$ cat src/rtl/proc_trace_recorder.sv
// proc_trace_recorder: captures committed-instruction trace records into a
// show-ahead FIFO. Capture can start on a PC trigger and stop after a set
// number of records. The FIFO is drained over a valid/ready read port.
//
// Read handshake: a record leaves the FIFO on a rising clk edge exactly when
// rd_val && rd_rdy. rd_val depends only on FIFO occupancy, never on rd_rdy.
// rd_addr/rd_data hold the head while rd_val=1 and read 0 otherwise.
//
// A trace record that arrives in the same cycle as clear or stop is discarded.
module proc_trace_recorder #(
   parameter int DEPTH = 16
) (
   input  logic                     clk,
   input  logic                     rst,
   input  logic                     trace_val,
   input  logic [31:0]              trace_addr,
   input  logic [31:0]              trace_data,
   input  logic                     arm,
   input  logic                     stop,
   input  logic                     clear,
   input  logic                     trig_en,
   input  logic [31:0]              trig_addr,
   input  logic [15:0]              cap_limit,
   output logic                     rd_val,
   input  logic                     rd_rdy,
   output logic [31:0]              rd_addr,
   output logic [31:0]              rd_data,
   output logic [1:0]               state,
   output logic [$clog2(DEPTH):0]   count,
   output logic                     overflow,
   output logic [15:0]              drop_cnt
);

   localparam int PW = $clog2(DEPTH);
   localparam int CW = PW + 1;

   typedef enum logic [1:0] {
      S_IDLE    = 2'd0,
      S_ARMED   = 2'd1,
      S_CAPTURE = 2'd2,
      S_DONE    = 2'd3
   } state_e;

   state_e          state_q, state_d;
   logic [PW-1:0]   wr_ptr_q, wr_ptr_d;
   logic [PW-1:0]   rd_ptr_q, rd_ptr_d;
   logic [CW-1:0]   count_q, count_d;
   logic            overflow_q, overflow_d;
   logic [15:0]     drop_cnt_q, drop_cnt_d;
   logic [15:0]     sess_cnt_q, sess_cnt_d;
   logic [63:0]     mem_q [DEPTH];

   logic            trig_hit;
   logic            cap;
   logic            pop;
   logic            full;
   logic            store;
   logic            drop;

   // Show-ahead read port: head comes straight from storage, zeroed when empty.
   always_comb begin
      rd_val  = (count_q != '0);
      rd_addr = '0;
      rd_data = '0;
      if (rd_val) begin
         {rd_addr, rd_data} = mem_q[rd_ptr_q];
      end
   end

   // Next-state: FSM, FIFO pointers/occupancy, drop accounting, session count.
   always_comb begin
      state_d    = state_q;
      wr_ptr_d   = wr_ptr_q;
      rd_ptr_d   = rd_ptr_q;
      count_d    = count_q;
      overflow_d = overflow_q;
      drop_cnt_d = drop_cnt_q;
      sess_cnt_d = sess_cnt_q;

      trig_hit = trace_val && (trace_addr == trig_addr);
      cap      = 1'b0;
      if (!clear && !stop) begin
         if (state_q == S_CAPTURE) cap = trace_val;
         else if (state_q == S_ARMED) cap = trig_hit;
      end

      pop   = rd_val && rd_rdy;
      full  = (count_q == CW'(DEPTH));
      store = cap && (!full || pop);
      drop  = cap && full && !pop;

      if (clear) begin
         state_d    = S_IDLE;
         wr_ptr_d   = '0;
         rd_ptr_d   = '0;
         count_d    = '0;
         overflow_d = 1'b0;
         drop_cnt_d = '0;
         sess_cnt_d = '0;
      end else begin
         if (pop)   rd_ptr_d = rd_ptr_q + PW'(1);
         if (store) wr_ptr_d = wr_ptr_q + PW'(1);
         count_d = count_q + CW'(store) - CW'(pop);
         if (drop) begin
            overflow_d = 1'b1;
            if (drop_cnt_q != 16'hFFFF) drop_cnt_d = drop_cnt_q + 16'd1;
         end
         if (cap) sess_cnt_d = sess_cnt_q + 16'd1;

         if (stop) begin
            // stop outranks arm; it only ends an active session.
            if (state_q == S_ARMED || state_q == S_CAPTURE) state_d = S_DONE;
         end else begin
            unique case (state_q)
               S_IDLE, S_DONE: begin
                  if (arm) begin
                     sess_cnt_d = '0;
                     state_d    = trig_en ? S_ARMED : S_CAPTURE;
                  end
               end
               S_ARMED: begin
                  if (trig_hit) state_d = S_CAPTURE;
               end
               S_CAPTURE: ;
               default: state_d = S_IDLE;
            endcase
            // Limit reached on this record: finish at the same edge.
            if (cap && cap_limit != 16'd0 && sess_cnt_d == cap_limit) state_d = S_DONE;
         end
      end
   end

   // Control and pointer registers with asynchronous active-low reset.
   always_ff @(posedge clk or negedge rst) begin
      if (!rst) begin
         state_q    <= S_IDLE;
         wr_ptr_q   <= '0;
         rd_ptr_q   <= '0;
         count_q    <= '0;
         overflow_q <= 1'b0;
         drop_cnt_q <= '0;
         sess_cnt_q <= '0;
      end else begin
         state_q    <= state_d;
         wr_ptr_q   <= wr_ptr_d;
         rd_ptr_q   <= rd_ptr_d;
         count_q    <= count_d;
         overflow_q <= overflow_d;
         drop_cnt_q <= drop_cnt_d;
         sess_cnt_q <= sess_cnt_d;
      end
   end

   // Record storage; contents are don't-care until written, reads are gated by count.
   always_ff @(posedge clk) begin
      if (store) mem_q[wr_ptr_q] <= {trace_addr, trace_data};
   end

   assign state    = state_q;
   assign count    = count_q;
   assign overflow = overflow_q;
   assign drop_cnt = drop_cnt_q;

endmodule

$ cat config.mk
export PLATFORM = sky130hd
export DESIGN_NAME = proc_trace_recorder
export DESIGN_NICKNAME = d
export VERILOG_FILES = /design/src/rtl/proc_trace_recorder.sv
export SDC_FILE = /design/constraint.sdc
export NUM_CORES = 1
export LEC_CHECK = 0
export BUFFER_PORTS_ARGS = -buffer_cell sky130_fd_sc_hd__buf_4
export CORE_MARGIN = 10
export CORE_UTILIZATION = 56
export CTS_CLUSTER_DIAMETER = 80
export DETAILED_ROUTE_END_ITERATION = 16
export PLACE_DENSITY = 0.76
export REMOVE_ABC_BUFFERS = 1
export SETUP_SLACK_MARGIN = 0.4
export SLEW_MARGIN = 10
export SYNTH_ARGS = -nofsm -noshare
export SYNTH_HDL_FRONTEND = slang
export SYNTH_SLANG_ARGS = --single-unit
export TNS_END_PERCENT = 30
$ cat constraint.sdc
create_clock -name clk -period 4.8 [get_ports clk]
set_clock_uncertainty 0.2 [all_clocks]
set_input_delay 0 -clock clk [delete_from_list [all_inputs] [get_ports clk]]
set_output_delay 0 -clock clk [all_outputs]
set_load 0.03 [all_outputs]
==> flow_summary.toml <==
[grt]
globalRoute.totalOverflow = 0
antenna_found_initial = 4
grt_max_degree = 66
grt_pass1_wl_um = 153000
first_global_vias = 23400
track_usage_pct = 23.6

[yosys]
ys_seq_area_share_pct = 74.9
yosys_warnings = 0
synth_fa_ha_area_share_pct = 0.516
synthCells = 1968
synthMuxAreaShare_pct = 17.1
yosys-top-cells-count = "edfxtp_1 (1024), mux4_2 (320), and2_1 (85), clkbuf_1 (67), nor2_1 (52)"
synth_largest_area_cell = "edfxtp_1"
synth_top_family_by_area = "multiplexers"
synthTopCellsByArea = "edfxtp_1 (72%), mux4_2 (17%), dfrtp_1 (2.8%)"
synth-simple-area-share_pct = 3.73
synth_compound_area_share_pct = 1.32
syn_area_mm2 = 0.0427
synth_flop_cell = "edfxtp_1"
synthArstFlopShare_pct = 4.48
synth_xor_area_share_pct = 1.42
synth_edf_count = 1024
synth_top_area_share_pct = 72.0
yosysMostFrequentCell = "edfxtp_1"
synth_seq_cells = 1072
synth_cell_type_count = 70
avgSynthCellArea_um2 = 21.7

[critical_path]
r2r_cells = 16
cp-endpoint = "count[4]"
crit_start = "trace_addr[28]"
cp-start-kind = "input port"
r2r_start = "state[1]"
worstSetupPathType = "in -> reg"
required_ns = 5.18
reg2reg_to = "count[4]"
cp-end-kind = "register"
rrSetupSlack_ns = 0.52
cp_max_fo = 9
arrival_ns = 4.67

[die]
core_mm2 = 0.0757
die-area_mm2 = 0.0877
die_h_um = 296
pin_count = 209
rows = 101
initial_core_util_pct = 56.4
fp.dieW_um = 296

[placement]
portBuffers = 208
placed_cell_area_mm2 = 0.0461
place_inst = 3116
dpl.hpwl_um = 55700
place.gp.congestion = 0.924

[finish]
fillers = 4638
layoutNonFillerInstCount = 3438
nNetsFinal = 2505
area_delta_synth_final_pct = 18.4
final_area_mm2 = 0.0505
drive_gt1_share_pct = 31.0

[clock_tree]
cts_setup_buffers = 0
cts_sinks = 1072
cts_tree = "done"
htree_levels = 3
clk-insertion-delay-late_ns = 0.66
root_buffer = "clkbuf_16"
cts_buffers = 104
clock_path_buffers = 3
clk_pin_slew_ns = 0.06

[routing]
drc = 0
totalWireLength_um = 101000
viasPerCell = 6.37
drt_first_pass_iters = 5
wl_per_cell_um = 29.5
drtIter0Drc = 2588
ant_nets = 0
vias = 21900

[timing]
setup_tns_ns = 0
rsz0062_at_grt = "yes"
slew_headroom_pct = 27.1
setup_violations = 0
worst_slew_pin_slew_ns = 1.09
period_share_pct = 89.5
hold_slack_ns = -0.00685
maxSlewViolCount = 0
fmax_mhz = 233
final.min_clock_period_ns = 4.30
finalHoldViolations = 16

[pwr]
p_leak_nw = 16.1
power.density_mw_per_mm2 = 466
vdd_drop_max_uv = 355

[run_status]
violations = "hold timing"
outcome = "finished with violations"

[worst_hold_path]
min_path_cells = 2
hp-class = "in -> reg"

[run]
max_cap_viol_count = 0
[state kept, by name (all words and copies together), names as in the netlist]
register and cells:
sess_cnt_q 16, rd_ptr_q 4, mem_q 1024, overflow 1, state 2, count 5
drop_cnt 16, wr_ptr_q 4
[cell type report]
cell class	instances	area [µm²]	share of cell area (%)
flip-flops and latches	1072	32000	63.3
multi-input cells	775	10300	20.4
repair buffers	390	3720	7.36
clock buffers	139	2770	5.49
well taps	978	1220	2.42
clock inverters	56	423	0.837
inverters	25	93.8	0.186
diodes	3	7.51	0.0149
[worst max-delay path, stage by stage]
cell           delay [ns]
dlygate4sd3_1        0.55
dlygate4sd3_1        0.56
buf_4                0.17
xor2_1               0.14
nor2_1               0.20
nand4_1              0.23
or4_1                0.68
nand2_1              0.14
and2_2               0.23
inv_1                0.10
ha_1                 0.28
inv_1                0.04
ha_1                 0.20
fa_1                 0.43
a21oi_1              0.17
nor2_1               0.06
or3_1                0.34
a21oi_1              0.14
[stage by stage]
stage	util [%]	power, W	worst slack [ns]
after floorplan	-	0.0141	-6.54
after global placement	60.8	0.0159	0.493
after detailed placement	60.8	0.0160	0.474
after CTS	66.7	0.0237	0.431
after global routing	66.7	0.0244	0.298
final	66.7	0.0235	0.504
[logic make-up after synthesis]
group,after synthesis
flops,1072
mux,327
simple gates,288
buf+inv,121
compound gates,77
xor+xnor,66
fa+ha+maj,17
[routing by layer]
layer | part of all wire (%) | GRT usage (%) | up-vias
met4 | 2.2 | 6.64 | 2
met1 | 38 | 32.1 | 11500
met2 | 51 | 39.4 | 1174
li1 | - | - | 9026
met3 | 8.5 | 4.25 | 167
met5 | 0.013 | 0 | -
[where the power goes]
part           internal, W  total [W]  switching, W
sequential          0.0103     0.0105      0.000181
combinational      0.00258    0.00538       0.00280
clock              0.00429    0.00768       0.00339
total               0.0172     0.0235       0.00637
[layout by cell type, fill, tap and decap left out, types with 4 or more instances in the layout]
cell and n:
xnor2_1 48, inv_6 6, mux2i_1 4, buf_12 37, and2_4 13, clkbuf_16 104
nand4_1 17, nor2_1 52, clkinv_2 17, nor3_1 7, dlygate4sd3_1 123, clkbuf_8 4
nor4_1 6, and4_1 6, nand2_1 41, and3_4 4, nor2b_1 5, or3_1 8
ha_1 16, buf_4 229, and3_1 10, inv_1 25, nand3_1 18, nand2b_1 13
edfxtp_1 1024, o21ai_0 15, clkbuf_1 31, and2_1 71, clkinv_1 23, dfrtp_4 4
mux4_2 320, bufinv_16 4, dfrtp_1 44, xor2_1 16, o221ai_1 4, a21oi_1 17
[worst min-delay path by stage]
stage              endpoint  slack (ns)      startpoint
2_1_floorplan      count[0]       -0.50             rst
6_report       mem_q[5][37]      -0.007   trace_addr[5]
3_5_place_dp       state[0]       -0.13             rst
4_1_cts        mem_q[3][45]     0.00008  trace_addr[13]
5_1_grt        mem_q[9][37]        0.02   trace_addr[5]
3_3_place_gp       state[0]       -0.15             rst
[repair_timing]
action | 4_1_cts | 5_1_grt
hold buffers | 124 | 0
setup endpoints to repair | 0 | 3
resized for setup | 0 | 3
endpoints found under the hold margin | 1120 | 0
Note: power is estimated with default switching activity, not from simulation.
